--- src/rtl/game_pkg.sv ---
// Shared stage encoding, default game constants and small helpers used by
// the stage controller and its per-fighter health blocks.
package game_pkg;

    typedef enum logic [1:0] {
        START  = 2'd0,
        BATTLE = 2'd1,
        WIN    = 2'd2,
        LOSE   = 2'd3
    } stage_t;

    localparam int HEALTH_MAX_DEF    = 5;
    localparam int IFRAMES_DEF       = 32;
    localparam int RESULT_FRAMES_DEF = 180;
    localparam int HEALTH_W          = 3;

    // Bits needed to hold a down-counter that starts at max_val.
    function automatic int cnt_width(input int max_val);
        return (max_val < 1) ? 1 : $clog2(max_val + 1);
    endfunction

    // One-hot flag vector {start, battle, win, lose} for a stage.
    function automatic logic [3:0] stage_flags(input stage_t s);
        logic [3:0] f;
        f = 4'b0000;
        case (s)
            START:   f = 4'b1000;
            BATTLE:  f = 4'b0100;
            WIN:     f = 4'b0010;
            LOSE:    f = 4'b0001;
            default: f = 4'b1000;
        endcase
        return f;
    endfunction

endpackage

--- src/rtl/fighter_health.sv ---
// Health and hit-immunity tracking for one fighter, with the thermometer
// mask that drives that fighter's on-screen health bar.
module fighter_health
    import game_pkg::*;
#(
    parameter int HEALTH_MAX = HEALTH_MAX_DEF,
    parameter int IFRAMES    = IFRAMES_DEF
) (
    input  logic                  clk,
    input  logic                  rst_n,
    input  logic                  load,
    input  logic                  active,
    input  logic                  hit,
    input  logic                  frame_tick,
    output logic [HEALTH_W-1:0]   health,
    output logic [HEALTH_MAX-1:0] seg
);

    localparam int IMM_W = cnt_width(IFRAMES);

    logic [IMM_W-1:0] immunity;
    logic             hit_ok;

    // A hit only counts during battle, outside the immunity window, and
    // while there is still health left to take away.
    assign hit_ok = active && hit && (immunity == '0) && (health != '0);

    always_ff @(posedge clk or negedge rst_n) begin
        if (!rst_n) begin
            health   <= HEALTH_W'(HEALTH_MAX);
            immunity <= '0;
        end else if (load) begin
            health   <= HEALTH_W'(HEALTH_MAX);
            immunity <= '0;
        end else if (hit_ok) begin
            health   <= health - HEALTH_W'(1);
            immunity <= IMM_W'(IFRAMES);
        end else if (frame_tick && (immunity != '0)) begin
            immunity <= immunity - IMM_W'(1);
        end
    end

    always_comb begin
        seg = '0;
        if (active) begin
            for (int i = 0; i < HEALTH_MAX; i++) begin
                seg[i] = (int'(health) > i);
            end
        end
    end

endmodule

--- src/rtl/game_stage_controller.sv ---
// Top-level game flow: START -> BATTLE -> WIN/LOSE -> START, with frame
// timing derived from VGA vsync and two fighter health trackers.
module game_stage_controller
    import game_pkg::*;
#(
    parameter int HEALTH_MAX    = HEALTH_MAX_DEF,
    parameter int IFRAMES       = IFRAMES_DEF,
    parameter int RESULT_FRAMES = RESULT_FRAMES_DEF
) (
    input  logic                  Clk,
    input  logic                  Reset_n,
    input  logic                  frame_clk,
    input  logic                  start_key,
    input  logic                  player_hit,
    input  logic                  npc_hit,
    output logic                  start_l,
    output logic                  battle_l,
    output logic                  win_l,
    output logic                  lose_l,
    output logic [HEALTH_MAX-1:0] player_health_seg,
    output logic [HEALTH_MAX-1:0] npc_health_seg,
    output logic [HEALTH_W-1:0]   player_health,
    output logic [HEALTH_W-1:0]   npc_health,
    output logic                  game_active
);

    localparam int RES_W = cnt_width(RESULT_FRAMES);

    logic             fc_s1, fc_s2, fc_s3;
    logic             frame_tick;
    logic             key_q, key_d;
    logic             start_edge;
    stage_t           state;
    logic [RES_W-1:0] result_cnt;
    logic             in_battle;
    logic             battle_load;

    // vsync is asynchronous to Clk: two flops to synchronize, a third to
    // remember the previous level for rising-edge detection.
    always_ff @(posedge Clk or negedge Reset_n) begin
        if (!Reset_n) begin
            fc_s1 <= 1'b0;
            fc_s2 <= 1'b0;
            fc_s3 <= 1'b0;
            key_q <= 1'b0;
            key_d <= 1'b0;
        end else begin
            fc_s1 <= frame_clk;
            fc_s2 <= fc_s1;
            fc_s3 <= fc_s2;
            key_q <= start_key;
            key_d <= key_q;
        end
    end

    assign frame_tick  = fc_s2 & ~fc_s3;
    assign start_edge  = key_q & ~key_d;
    assign in_battle   = (state == BATTLE);
    assign battle_load = (state == START) && start_edge;

    // Flags are updated together with the state so they change on the
    // same edge as the stage itself.
    always_ff @(posedge Clk or negedge Reset_n) begin
        if (!Reset_n) begin
            state                                 <= START;
            {start_l, battle_l, win_l, lose_l}    <= stage_flags(START);
            game_active                           <= 1'b0;
            result_cnt                            <= '0;
        end else begin
            case (state)
                START: begin
                    if (start_edge) begin
                        state                              <= BATTLE;
                        {start_l, battle_l, win_l, lose_l} <= stage_flags(BATTLE);
                        game_active                        <= 1'b1;
                    end
                end
                BATTLE: begin
                    if (player_health == '0) begin
                        state                              <= LOSE;
                        {start_l, battle_l, win_l, lose_l} <= stage_flags(LOSE);
                        game_active                        <= 1'b0;
                        result_cnt                         <= RES_W'(RESULT_FRAMES);
                    end else if (npc_health == '0) begin
                        state                              <= WIN;
                        {start_l, battle_l, win_l, lose_l} <= stage_flags(WIN);
                        game_active                        <= 1'b0;
                        result_cnt                         <= RES_W'(RESULT_FRAMES);
                    end
                end
                WIN, LOSE: begin
                    if (start_edge || (result_cnt == '0)) begin
                        state                              <= START;
                        {start_l, battle_l, win_l, lose_l} <= stage_flags(START);
                        game_active                        <= 1'b0;
                    end else if (frame_tick) begin
                        result_cnt <= result_cnt - RES_W'(1);
                    end
                end
                default: begin
                    state                              <= START;
                    {start_l, battle_l, win_l, lose_l} <= stage_flags(START);
                    game_active                        <= 1'b0;
                end
            endcase
        end
    end

    fighter_health #(
        .HEALTH_MAX (HEALTH_MAX),
        .IFRAMES    (IFRAMES)
    ) u_player (
        .clk        (Clk),
        .rst_n      (Reset_n),
        .load       (battle_load),
        .active     (in_battle),
        .hit        (player_hit),
        .frame_tick (frame_tick),
        .health     (player_health),
        .seg        (player_health_seg)
    );

    fighter_health #(
        .HEALTH_MAX (HEALTH_MAX),
        .IFRAMES    (IFRAMES)
    ) u_npc (
        .clk        (Clk),
        .rst_n      (Reset_n),
        .load       (battle_load),
        .active     (in_battle),
        .hit        (npc_hit),
        .frame_tick (frame_tick),
        .health     (npc_health),
        .seg        (npc_health_seg)
    );

endmodule

--- config.mk ---
export PLATFORM = sky130hd
export DESIGN_NAME = game_stage_controller
export DESIGN_NICKNAME = d
export VERILOG_FILES = /design/src/rtl/game_pkg.sv /design/src/rtl/fighter_health.sv /design/src/rtl/game_stage_controller.sv
export SDC_FILE = /design/constraint.sdc
export NUM_CORES = 1
export LEC_CHECK = 0
export ABC_AREA = 1
export ABC_CLOCK_PERIOD_IN_PS = 2400
export CAP_MARGIN = 20
export CORE_UTILIZATION = 55
export DETAILED_ROUTE_END_ITERATION = 16
export GPL_ROUTABILITY_DRIVEN = 0
export GPL_TIMING_DRIVEN = 0
export HOLD_SLACK_MARGIN = 0.03
export PLACE_DENSITY = 0.89
export SLEW_MARGIN = 20
export SYNTH_ARGS = -nofsm -noshare
export SYNTH_HDL_FRONTEND = slang
export SYNTH_SLANG_ARGS = --single-unit
--- constraint.sdc ---
create_clock -name Clk -period 2.4 [get_ports Clk]
set_input_delay 0.48 -clock Clk [delete_from_list [all_inputs] [get_ports Clk]]
set_output_delay 0.48 -clock Clk [all_outputs]
set_load 0.03 [all_outputs]
# Yosys cells after proc, flatten, opt, wreduce, memory -nomap -nowiden
# Cells that the tools add are included.
# W data, S select, Z words.
# word_totals
regBits	37
input_bits	6
elab_cells	105
output_inout_bits	21
# classes
eq_ne	8
bitwise_logic	4
reduce_logical	28
n_lt_le_gt_ge	10
add_sub_neg	5
muxes	35
# op_table
op	count
$mux W6	6
$mux W8	4
$pmux W8 S2	1
$gt A3 B1 Y1 const B	4
$gt A3 B2 Y1 const B	4
$logic_not A6 Y1	2
$mux W3	4
$pmux W1 S3	4
$reduce_bool A3 Y1	4
$reduce_bool A6 Y1	2
$sub A6 B1 Y6 const B	2
$mux W5	2
$logic_and A1 B1 Y1	9
$mux W1	9
$logic_not A8 Y1	1
$mux W2	4
$sub A8 B1 Y8 const B	1
$gt A3 B3 Y1 const B	2
$logic_not A3 Y1	2
$ne A2 B2 Y1 const B	3
$pmux W2 S3	1
$reduce_bool A2 Y1	3
$sub A3 B1 Y3 const B	2
$eq A2 B2 Y1 const B	2
other kinds (10)	12

# Logic depth before layout (Yosys ltp)
# Gate-level depths: netlist of the first run.
# logic_depth
word_depth	6
depth_mapped	11
ltp_nobuf	11

# Modules after synthesis
# From an unflattened synthesis of the first run, not the netlist that was laid out.
# unflattened
hier_cells	318
hier_area_um2	2323.5
# modules_own_cells
module	area_per_inst_um2	seq_area_each_um2	instances	cells_per_inst
fighter_health	653.1	227.7	2	91
game_stage_controller	1017.2	476.7	1	136

# Worst setup path before layout of the first run
# OpenSTA, ideal clock, no wires.
# synth_path
path_type	reg-to-output
from	reg u_npc.health[0]
to	out npc_health_seg[4]
n_path_buf	0
required_time_ns	1.920
path_slack_ns	0.340
t_arrival_ns	1.580
path_stages_with_launch	7
cell_sequence	dfstp_2 > inv_1 > ha_1 > inv_1 > ha_1 > inv_1 > nor2_1
# synth_between
elab_chain_cells	2
# synth_lines
element	line	source
start: declaration	fighter_health.sv:15	output logic [HEALTH_W-1:0] health,
start signal: assignment	fighter_health.sv:30	health <= HEALTH_W'(HEALTH_MAX);
start signal: assignment	fighter_health.sv:33	health <= HEALTH_W'(HEALTH_MAX);
start signal: assignment	fighter_health.sv:36	health <= health - HEALTH_W'(1);
$gt A3 B3 Y1	fighter_health.sv:47	seg[i] = (int'(health) > i);
$mux W5	fighter_health.sv:45	if (active) begin
end: declaration	game_stage_controller.sv:21	output logic [HEALTH_MAX-1:0] npc_health_seg,
# No other way between the ends.

# Worst setup path after layout of the first run
# layout_path
from	reg u_npc.health[0]
to	out npc_health_seg[0]
# layout_between
elab_chain_cells	2
# layout_lines
element	line
$gt A3 B1 Y1	fighter_health.sv:47
$mux W5	fighter_health.sv:45
# No other way between the ends.

==> flow_metrics.env, run 1 <==
export IMPL_grt_max_degree=20
export IMPL_drt_total_wl_um=4770
export IMPL_grt_pass1_vias=1880
export IMPL_status="completed"
export IMPL_drive_gt1_share_pct=9.55
export IMPL_r2r_end="u_player.immunity[5]"
export IMPL_fin_nets=356
export IMPL_cp_start_kind="flip-flop"
export IMPL_ys_dominant_reg_cell="dfrtp_1"
export IMPL_core_area_um2=3770
export IMPL_finalHoldViolCount=0
export IMPL_place_ws_ns=-0.115
export IMPL_min_path_type="in -> async"
export IMPL_maxSlewHeadroom_pct=68.0
export IMPL_rows=22
export IMPL_dpl_cell_area_um2=2580
export IMPL_fin_crit_ns=2.32
export IMPL_power_density_nw_per_um2=1290
export IMPL_wl_per_cell_um=12.5
export IMPL_worstRegToRegCells=11
export IMPL_clockBufferDepth=2
export IMPL_yosysTopAreaCell="dfrtp_1"
export IMPL_io_buffer_count=26
export IMPL_ys_top_cells_by_area="dfrtp_1 36%, nand2_1 12%, ha_1 8.9%, nor2_1 7.7%, inv_1 7.0%"
export IMPL_postSynthAreaPerCell_um2=7.48
export IMPL_io_pins=27
export IMPL_first_pass_iters=4
export IMPL_ys_ff_latch=37
export IMPL_crit_path_end_kind="output pin"
export IMPL_synth_area_um2=2240
export IMPL_cts_buffers=5
export IMPL_final_util_pct=70.3
export IMPL_grt_pass1_wl_um=8020
export IMPL_r2r_slack_ns=0.42
export IMPL_critical_path_arrival_ns=1.84
export IMPL_synth_distinct_cells=28
export IMPL_initial_utilization_pct=59.3
export IMPL_synthCells=299
export IMPL_synth_warnings=0
export IMPL_synth_edf_count=0
export IMPL_dieHeight_um=65.8
export IMPL_area_growth_pct=18.5
export IMPL_finalSetupTns_ns=0
export IMPL_criticalPathCategory="reg -> out"
export IMPL_syn_nets=321
export IMPL_final_setup_viol_count=0
export IMPL_path_clk_slew_ns=0.07
export IMPL_num_vias=2032
export IMPL_maxSlewViolCount=0
export IMPL_rsz0062_at_grt="no"
export IMPL_die_area_um2=4330
export IMPL_max_freq_mhz=431
export IMPL_skew_ns=0.00617
export IMPL_antenna_cells=0
export IMPL_cap_violations=0
export IMPL_drt_iter0_drc=143
export IMPL_drc=0
export IMPL_viasPerCell=5.31
export IMPL_synth_most_common_cell="nand2_1"
export IMPL_htreeDepth=2
export IMPL_timing_hold_ws_ns=0.140
export IMPL_required_ns=1.92
export IMPL_dieWidth_um=65.8
export IMPL_drtAntennaViolNets=0
export IMPL_dpl_hpwl_um=3470
export IMPL_tightest_slew_ns=0.479
export IMPL_cp_max_fo=5
export IMPL_reg2reg_from="u_player.health[0]"
export IMPL_grt_use_total_pct=24.7
export IMPL_antenna_found_initial=0
export IMPL_clock_sinks=37
export IMPL_clock_latency_ns=0.29
export IMPL_leakage_nw=1.44
export IMPL_fin_crit_sh_pct=96.7
export IMPL_ir_worst_vdd_mv=0.757
export IMPL_final_area_um2=2650
export IMPL_cts_root_buf="clkbuf_8"
export IMPL_grt_overflow=0
export IMPL_yosysTopAreaCellShare_pct=35.8
export IMPL_async_reset_ff_share_pct=100
export IMPL_cts_tree="done"
export IMPL_synthTopCellsByCount="73 x nand2_1, 46 x nor2_1, 42 x inv_1"
export IMPL_ys_seq_area_share_pct=41.7
export IMPL_worst_slack_ns=0.0803
## report_power, final
part | switching [W] | internal, W
combinational | 0.00123 | 0.000686
clock | 0.000211 | 0.000206
sequential | 0.000234 | 0.000859
## worst max-delay path by stage
stage          depth (start not counted)                    to               start  slack (ns)
3_5_place_dp                           7  player_health_seg[0]  u_player.health[0]       -0.12
4_1_cts                                7  player_health_seg[4]  u_player.health[0]        0.02
2_1_floorplan                          6     npc_health_seg[4]     u_npc.health[0]        0.34
5_1_grt                                5  player_health_seg[3]            state[1]       0.002
3_3_place_gp                           7  player_health_seg[0]  u_player.health[0]       -0.09
6_report                               5     npc_health_seg[0]     u_npc.health[0]        0.08
## sequential cells by signal, indices dropped and copies added, names as in the netlist
name,cells
result_cnt,8
lose_l,1
fc_s2,1
win_l,1
fc_s1,1
u_player.immunity,6
fc_s3,1
start_l,1
key_q,1
state,2
game_active,1
u_npc.immunity,6
key_d,1
u_npc.health,3
u_player.health,3
## layout by cell type (no fill, tap or decap), drive strengths merged, types with 2 or more instances in the layout
cell type	n
a211oi	2
clkdlybuf4s50	15
nand2	79
nand4	7
dfstp	5
dfrtp	32
nand3	30
o21a	2
a21oi	11
clkbuf	11
dlygate4sd2	4
inv	43
clkdlybuf4s15	3
ha	16
nor3	4
buf	6
nor2	49
xor2	2
o21ai	9
## layer usage
metal  track usage [%]  up-vias  routed length (µm)
met4              9.51        0                  68
met1              31.6      954                2090
met3              6.21        8                 243
met5                 0        -                   0
li1                  -     1015                   -
met2              39.8       55                2370
## cell families (layout without fill, tap and decap cells)
family / Yosys count / in the layout / synth area share, %
AND/OR/NAND/NOR: 172 / 172 / 33.6
adder cells (fa/ha/maj): 16 / 16 / 8.95
flip-flops: 37 / 37 / 41.7
AO/OA/AOI/OAI: 26 / 26 / 6.60
XOR/XNOR: 2 / 2 / 0.783
buffers and inverters: 46 / 82 / 8.39
## final cells by class
type                            instances  area, µm²
Buffer                                  3       23.8
Timing Repair Buffer                   28        274
Fill cell                             301       1120
Sequential cell                        37        932
Clock buffer                            8       80.1
Tap cell                               48       60.1
Multi-Input combinational cell        216       1120
Inverter                               43        164
## stage by stage
step / power, W / cells
floorplan: 0.00246 / 299
global placement: 0.00295 / 373
detailed placement: 0.00304 / 374
CTS: 0.00343 / 382
global route: 0.00373 / 383
finish: 0.00343 / 383
## repair_timing
action / CTS / global route
resized for setup: 16 / 8
setup endpoints to repair: 10 / 5
hold buffers: 0 / 0
buffers inserted: 0 / 1
## critical path, stage by stage, from the launching register on
cell and delay [ns]:
dfstp_2 0.57, inv_1 0.08, ha_1 0.22, ha_1 0.23
nor2_4 0.14, clkdlybuf4s15_2 0.32
No activity file was read; power rests on OpenSTA's default activity.
==> inputs of run 2 (changes only) <==
--- a/config.mk
+++ b/config.mk
@@ -12,7 +12,7 @@
 export DETAILED_ROUTE_END_ITERATION = 16
 export GPL_ROUTABILITY_DRIVEN = 0
 export GPL_TIMING_DRIVEN = 0
-export HOLD_SLACK_MARGIN = 0.03
+export HOLD_SLACK_MARGIN = 0.15
 export PLACE_DENSITY = 0.89
 export SLEW_MARGIN = 20
 export SYNTH_ARGS = -nofsm -noshare
==> flow_metrics.env, run 2 (same netlist as run 1, synthesis figures left out) <==
export IMPL_crit_chain="inv_1 > ha_1 > ha_1 > nor2_4 > clkdlybuf4s15_2"
export IMPL_skew_ns=0.00636
export IMPL_cp_start_kind="flip-flop"
export IMPL_cp_common_cell="ha_1"
export IMPL_clockBufferDepth=2
export IMPL_dpl_hpwl_um=3470
export IMPL_antenna_cells=0
export IMPL_path_delay_family="flip-flops"
export IMPL_largest_register="result_cnt"
export IMPL_ir_worst_vdd_mv=0.758
export IMPL_dpl_cell_area_um2=2580
export IMPL_maxSlewHeadroom_pct=67.9
export IMPL_place_ws_ns=-0.115
export IMPL_final_setup_viol_count=0
export IMPL_power_density_nw_per_um2=1290
export IMPL_grt_pass1_wl_um=8020
export IMPL_final_area_um2=2660
export IMPL_num_vias=2042
export IMPL_io_buffer_count=26
export IMPL_multi_input_area_um2=1120
export IMPL_viasPerCell=5.32
export IMPL_required_ns=1.92
export IMPL_initial_utilization_pct=59.3
export IMPL_crit_slowest_cell="dfstp_2"
export IMPL_cts_buffers=5
export IMPL_rows=22
export IMPL_fin_nets=357
export IMPL_largest_reg_flops=8
export IMPL_cap_violations=0
export IMPL_drt_iter0_drc=138
export IMPL_finalHoldViolCount=0
export IMPL_grt_max_degree=20
export IMPL_leakage_nw=1.44
export IMPL_htreeDepth=2
export IMPL_drt_total_wl_um=4780
export IMPL_die_area_um2=4330
export IMPL_seq_area_um2=932
export IMPL_drtAntennaViolNets=0
export IMPL_grt_overflow=0
export IMPL_clock_latency_ns=0.29
export IMPL_first_pass_iters=4
export IMPL_drc=0
export IMPL_fin_crit_ns=2.32
export IMPL_min_path_type="reg -> reg"
export IMPL_dieWidth_um=65.8
export IMPL_grt_pass1_vias=1880
export IMPL_crit_path_end_kind="output pin"
export IMPL_io_pins=27
export IMPL_layout_common_cells="73 x nand2_1, 46 x nor2_1, 42 x inv_1"
export IMPL_area_growth_pct=19.0
export IMPL_core_area_um2=3770
export IMPL_cp_max_fo=5
export IMPL_clock_sinks=37
export IMPL_wl_per_cell_um=12.4
export IMPL_fill_cells=297
export IMPL_path_clk_slew_ns=0.07
export IMPL_dieHeight_um=65.8
export IMPL_tightest_slew_ns=0.481
export IMPL_worst_slack_ns=0.0803
export IMPL_maxSlewViolCount=0
export IMPL_cts_tree="done"
export IMPL_max_freq_mhz=431
export IMPL_critical_path_buf_inv_count=2
export IMPL_reg_largest_list="result_cnt (8), u_npc.immunity (6), u_player.immunity (6)"
export IMPL_critPathMaxStageDelay_ns=0.57
export IMPL_rsz0062_at_grt="no"
export IMPL_antenna_found_initial=0
export IMPL_final_common_cell="nand2_1"
export IMPL_critical_path_arrival_ns=1.84
export IMPL_fin_crit_sh_pct=96.7
export IMPL_criticalPathCategory="reg -> out"
export IMPL_drive_gt1_share_pct=9.52
export IMPL_grt_use_total_pct=24.7
export IMPL_status="completed"
export IMPL_cts_root_buf="clkbuf_8"
==> run 2: layout make-up <==
| type | count | area share [%] |
|---|---|---|
| Buffer | 3 | 0.893 |
| Clock buffer | 8 | 3.01 |
| Inverter | 43 | 6.16 |
| Multi-Input combinational cell | 216 | 42.0 |
| Sequential cell | 37 | 35.0 |
| Tap cell | 48 | 2.26 |
| Timing Repair Buffer | 29 | 10.7 |
==> run 2: power breakdown <==
part / total [W] / leakage, nW / switching, W / internal, W
combinational: 0.00192 / 0.947 / 0.00123 / 0.000687
sequential: 0.00109 / 0.457 / 0.000234 / 0.000859
clock: 0.000417 / 0.0395 / 0.000210 / 0.000206
==> run 2: per-stage QoR <==
| step | util (%) | std cells | setup TNS, ns | total power (W) | hold slack [ns] |
|---|---|---|---|---|---|
| 2_1_floorplan | - | 299 | 0 | 0.00246 | 0.184 |
| 3_3_place_gp | 67.8 | 373 | -0.0898 | 0.00295 | 0.334 |
| 6_report | 70.6 | 384 | 0 | 0.00343 | 0.354 |
| 4_1_cts | 70.4 | 383 | 0 | 0.00343 | 0.360 |
| 3_5_place_dp | 68.4 | 374 | -0.115 | 0.00304 | 0.345 |
| 5_1_grt | 70.6 | 384 | 0 | 0.00373 | 0.382 |
==> run 2: worst paths after layout <==
check / start / end / slack, ns / cells after the start
worst max-delay path: u_npc.health[0] / npc_health_seg[0] / 0.08 / 5
worst min-delay path: fc_s1 / fc_s2 / 0.35 / 0
worst max register to register: u_player.health[0] / u_player.immunity[5] / 0.42 / 11
worst min register to register: fc_s1 / fc_s2 / 0.35 / 0
max in group asynchronous: Reset_n / u_player.health[0] / 1.19 / 3
min in group asynchronous: Reset_n / result_cnt[3] / 0.68 / 2
==> run 2: what timing repair did <==
action | 4_1_cts | 5_1_grt
buffers inserted | 0 | 1
hold buffers | 1 | 0
hold endpoints to repair | 2 | 0
resized for setup | 16 | 8
endpoints found under the setup margin | 10 | 5
==> run 2: worst register-to-register path, stage by stage (launching register included) <==
cell,delay [ns]
dfstp_2,0.56
inv_1,0.06
ha_1,0.21
ha_1,0.20
inv_1,0.09
nand3_1,0.14
nor2_1,0.15
nand2_2,0.12
nand2_2,0.13
nor2_1,0.09
nand2_1,0.07
nand2_1,0.05
==> run 2: routing by layer <==
layer | vias to the layer above | part of all wire, % | global-route usage (%)
li1 | 1019 | - | -
met1 | 959 | 44 | 31.6
met2 | 56 | 50 | 39.8
met3 | 8 | 4.6 | 6.21
met4 | 0 | 1.4 | 9.51
met5 | - | 0 | 0
==> inputs of run 3 (changes only) <==
--- a/config.mk
+++ b/config.mk
@@ -6,14 +6,14 @@
 export NUM_CORES = 1
 export LEC_CHECK = 0
 export ABC_AREA = 1
-export ABC_CLOCK_PERIOD_IN_PS = 2400
+export ABC_CLOCK_PERIOD_IN_PS = 2200
 export CAP_MARGIN = 20
-export CORE_UTILIZATION = 55
+export CORE_UTILIZATION = 35
 export DETAILED_ROUTE_END_ITERATION = 16
 export GPL_ROUTABILITY_DRIVEN = 0
 export GPL_TIMING_DRIVEN = 0
 export HOLD_SLACK_MARGIN = 0.15
-export PLACE_DENSITY = 0.89
+export PLACE_DENSITY = 0.64
 export SLEW_MARGIN = 20
 export SYNTH_ARGS = -nofsm -noshare
 export SYNTH_HDL_FRONTEND = slang
==> constraint.sdc (replaced) <==
create_clock -name Clk -period 2.2 [get_ports Clk]
set_input_delay 0.44 -clock Clk [delete_from_list [all_inputs] [get_ports Clk]]
set_output_delay 0.44 -clock Clk [all_outputs]
set_load 0.03 [all_outputs]
==> flow_metrics.env, run 3 (same netlist as run 1, synthesis figures left out) <==
export IMPL_status="completed"
export IMPL_finalHoldViolCount=0
export IMPL_path_clk_slew_ns=0.07
export IMPL_largest_reg_flops=8
export IMPL_cts_buffers=5
export IMPL_die_area_um2=6720
export IMPL_dieHeight_um=82.0
export IMPL_num_vias=1943
export IMPL_antenna_found_initial=0
export IMPL_crit_slowest_cell="dfstp_2"
export IMPL_drt_total_wl_um=4650
export IMPL_core_area_um2=6030
export IMPL_hold_start="fc_s1"
export IMPL_critical_path_buf_inv_count=4
export IMPL_maxSlewViolCount=0
export IMPL_initial_utilization_pct=37.1
export IMPL_htreeDepth=2
export IMPL_ir_worst_vdd_mv=0.784
export IMPL_drc=0
export IMPL_required_ns=1.76
export IMPL_critPathLaunch="u_player.health[0]"
export IMPL_switchingPower_w=0.00181
export IMPL_first_pass_iters=4
export IMPL_final_common_cell="nand2_1"
export IMPL_cp_common_cell="inv_2"
export IMPL_finalSetupTns_ns=0
export IMPL_stdcell_count=412
export IMPL_antenna_cells=0
export IMPL_drive_gt1_share_pct=13.4
export IMPL_largest_register="result_cnt"
export IMPL_grt_overflow=0
export IMPL_critical_path_arrival_ns=1.71
export IMPL_swShare_pct=48.1
export IMPL_viasPerCell=4.72
export IMPL_min_path_type="reg -> reg"
export IMPL_cap_violations=0
export IMPL_clock_sinks=37
export IMPL_final_setup_viol_count=0
export IMPL_dieWidth_um=82.0
export IMPL_criticalPathCategory="reg -> out"
export IMPL_critPathMaxStageDelay_ns=0.58
export IMPL_max_freq_mhz=466
export IMPL_grt_pass1_wl_um=8150
export IMPL_p_clk_share_pct=13.3
export IMPL_combPwrFrac_pct=54.8
export IMPL_wl_per_cell_um=11.3
export IMPL_power_density_nw_per_um2=1390
export IMPL_io_buffer_count=26
export IMPL_dpl_hpwl_um=3440
export IMPL_final_area_um2=2700
export IMPL_maxSlewHeadroom_pct=70.8
export IMPL_skew_ns=0.00770
export IMPL_cts_root_buf="clkbuf_8"
export IMPL_fin_crit_sh_pct=97.6
export IMPL_power_frac_seq_pct=31.9
export IMPL_drt_iter0_drc=97
export IMPL_reg2reg_from="u_player.health[0]"
export IMPL_cp_start_kind="flip-flop"
export IMPL_cts_tree="done"
export IMPL_intPower_w=0.00195
export IMPL_dpl_cell_count=401
export IMPL_clockBufferDepth=2
export IMPL_leakage_nw=1.44
export IMPL_area_growth_pct=20.9
export IMPL_grt_pass1_vias=1817
export IMPL_tightest_slew_ns=0.435
export IMPL_layout_common_cells="73 x nand2_1, 46 x nor2_1, 40 x inv_1"
export IMPL_path_delay_family="flip-flops"
export IMPL_fin_crit_ns=2.15
export IMPL_drtAntennaViolNets=0
export IMPL_io_pins=27
export IMPL_crit_chain="inv_1 > ha_1 > ha_2 > inv_2 > nand3_2 > inv_2 > buf_6"
export IMPL_cp_max_fo=6
export IMPL_grt_max_degree=22
export IMPL_fin_nets=358
export IMPL_rows=28
export IMPL_crit_path_end_kind="output pin"
export IMPL_grt_use_total_pct=15.9
export IMPL_dpl_cell_area_um2=2610
export IMPL_reg_largest_list="result_cnt (8), u_npc.immunity (6), u_player.immunity (6)"
export IMPL_clock_latency_ns=0.29
export IMPL_rsz0062_at_grt="yes"
run 3: cell types whose count changed in the layout (fill, tap and decap cells not counted), moves of 2 or more:
cell             previous run  this run
clkbuf_2                    2         4
buf_4                       2         7
clkdlybuf4s15_1             2         0
inv_2                       0         2
inv_1                      42        40
dlygate4sd2_1               4         0
run 3: layout make-up:
type | instances | area, µm²
fillers | 625 | 3320
inverters | 43 | 164
well taps | 75 | 93.8
multi-input cells | 216 | 1120
plain buffers | 3 | 23.8
clock buffers | 8 | 90.1
repair buffers | 30 | 274
flip-flops and latches | 37 | 933
run 3: final timing paths:
| path | endpoint | slack (ns) | depth (start not counted) |
|---|---|---|---|
| worst min-delay path | fc_s2 | 0.35 | 0 |
| worst max register to register | u_player.immunity[5] | 0.26 | 11 |
| max in group asynchronous | u_player.health[0] | 1.04 | 3 |
| worst max-delay path | player_health_seg[0] | 0.05 | 7 |
| worst min register to register | fc_s2 | 0.35 | 0 |
| min in group asynchronous | result_cnt[1] | 0.62 | 2 |
run 3: power groups by stage:
| stage | Sequential (W) | Clock (W) | Combinational, W |
|---|---|---|---|
| 4_1_cts | 0.00120 | 0.000516 | 0.00204 |
| 6_report | 0.00120 | 0.000501 | 0.00206 |
| 3_5_place_dp | 0.00121 | 0 | 0.00209 |
| 3_3_place_gp | 0.00120 | 0 | 0.00206 |
| 2_1_floorplan | 0.00124 | 0 | 0.00144 |
| 5_1_grt | 0.00124 | 0.000540 | 0.00235 |
run 3: timing repair:
action                                  4_1_cts  5_1_grt
hold buffers                                  1        0
resized for setup                            42       15
hold endpoints to repair                     15        0
buffers inserted                              0        2
endpoints found under the setup margin       10        9
run 3: per-layer routing:
metal | part of all wire [%] | track usage [%]
met3 | 3.4 | 3.44
met4 | 0.69 | 4.21
met2 | 46 | 26.2
met5 | 0 | 0
met1 | 50 | 20.8
run 3: metrics by stage:
step           util (%)  setup slack (ns)  hold WS, ns  power [W]
2_1_floorplan         -             0.180        0.144    0.00268
3_3_place_gp       43.0            -0.258        0.338    0.00326
3_5_place_dp       43.4            -0.286        0.336    0.00329
4_1_cts            44.7           0.00272        0.351    0.00376
5_1_grt            44.9           -0.0242        0.355    0.00413
6_report           44.9            0.0526        0.350    0.00376
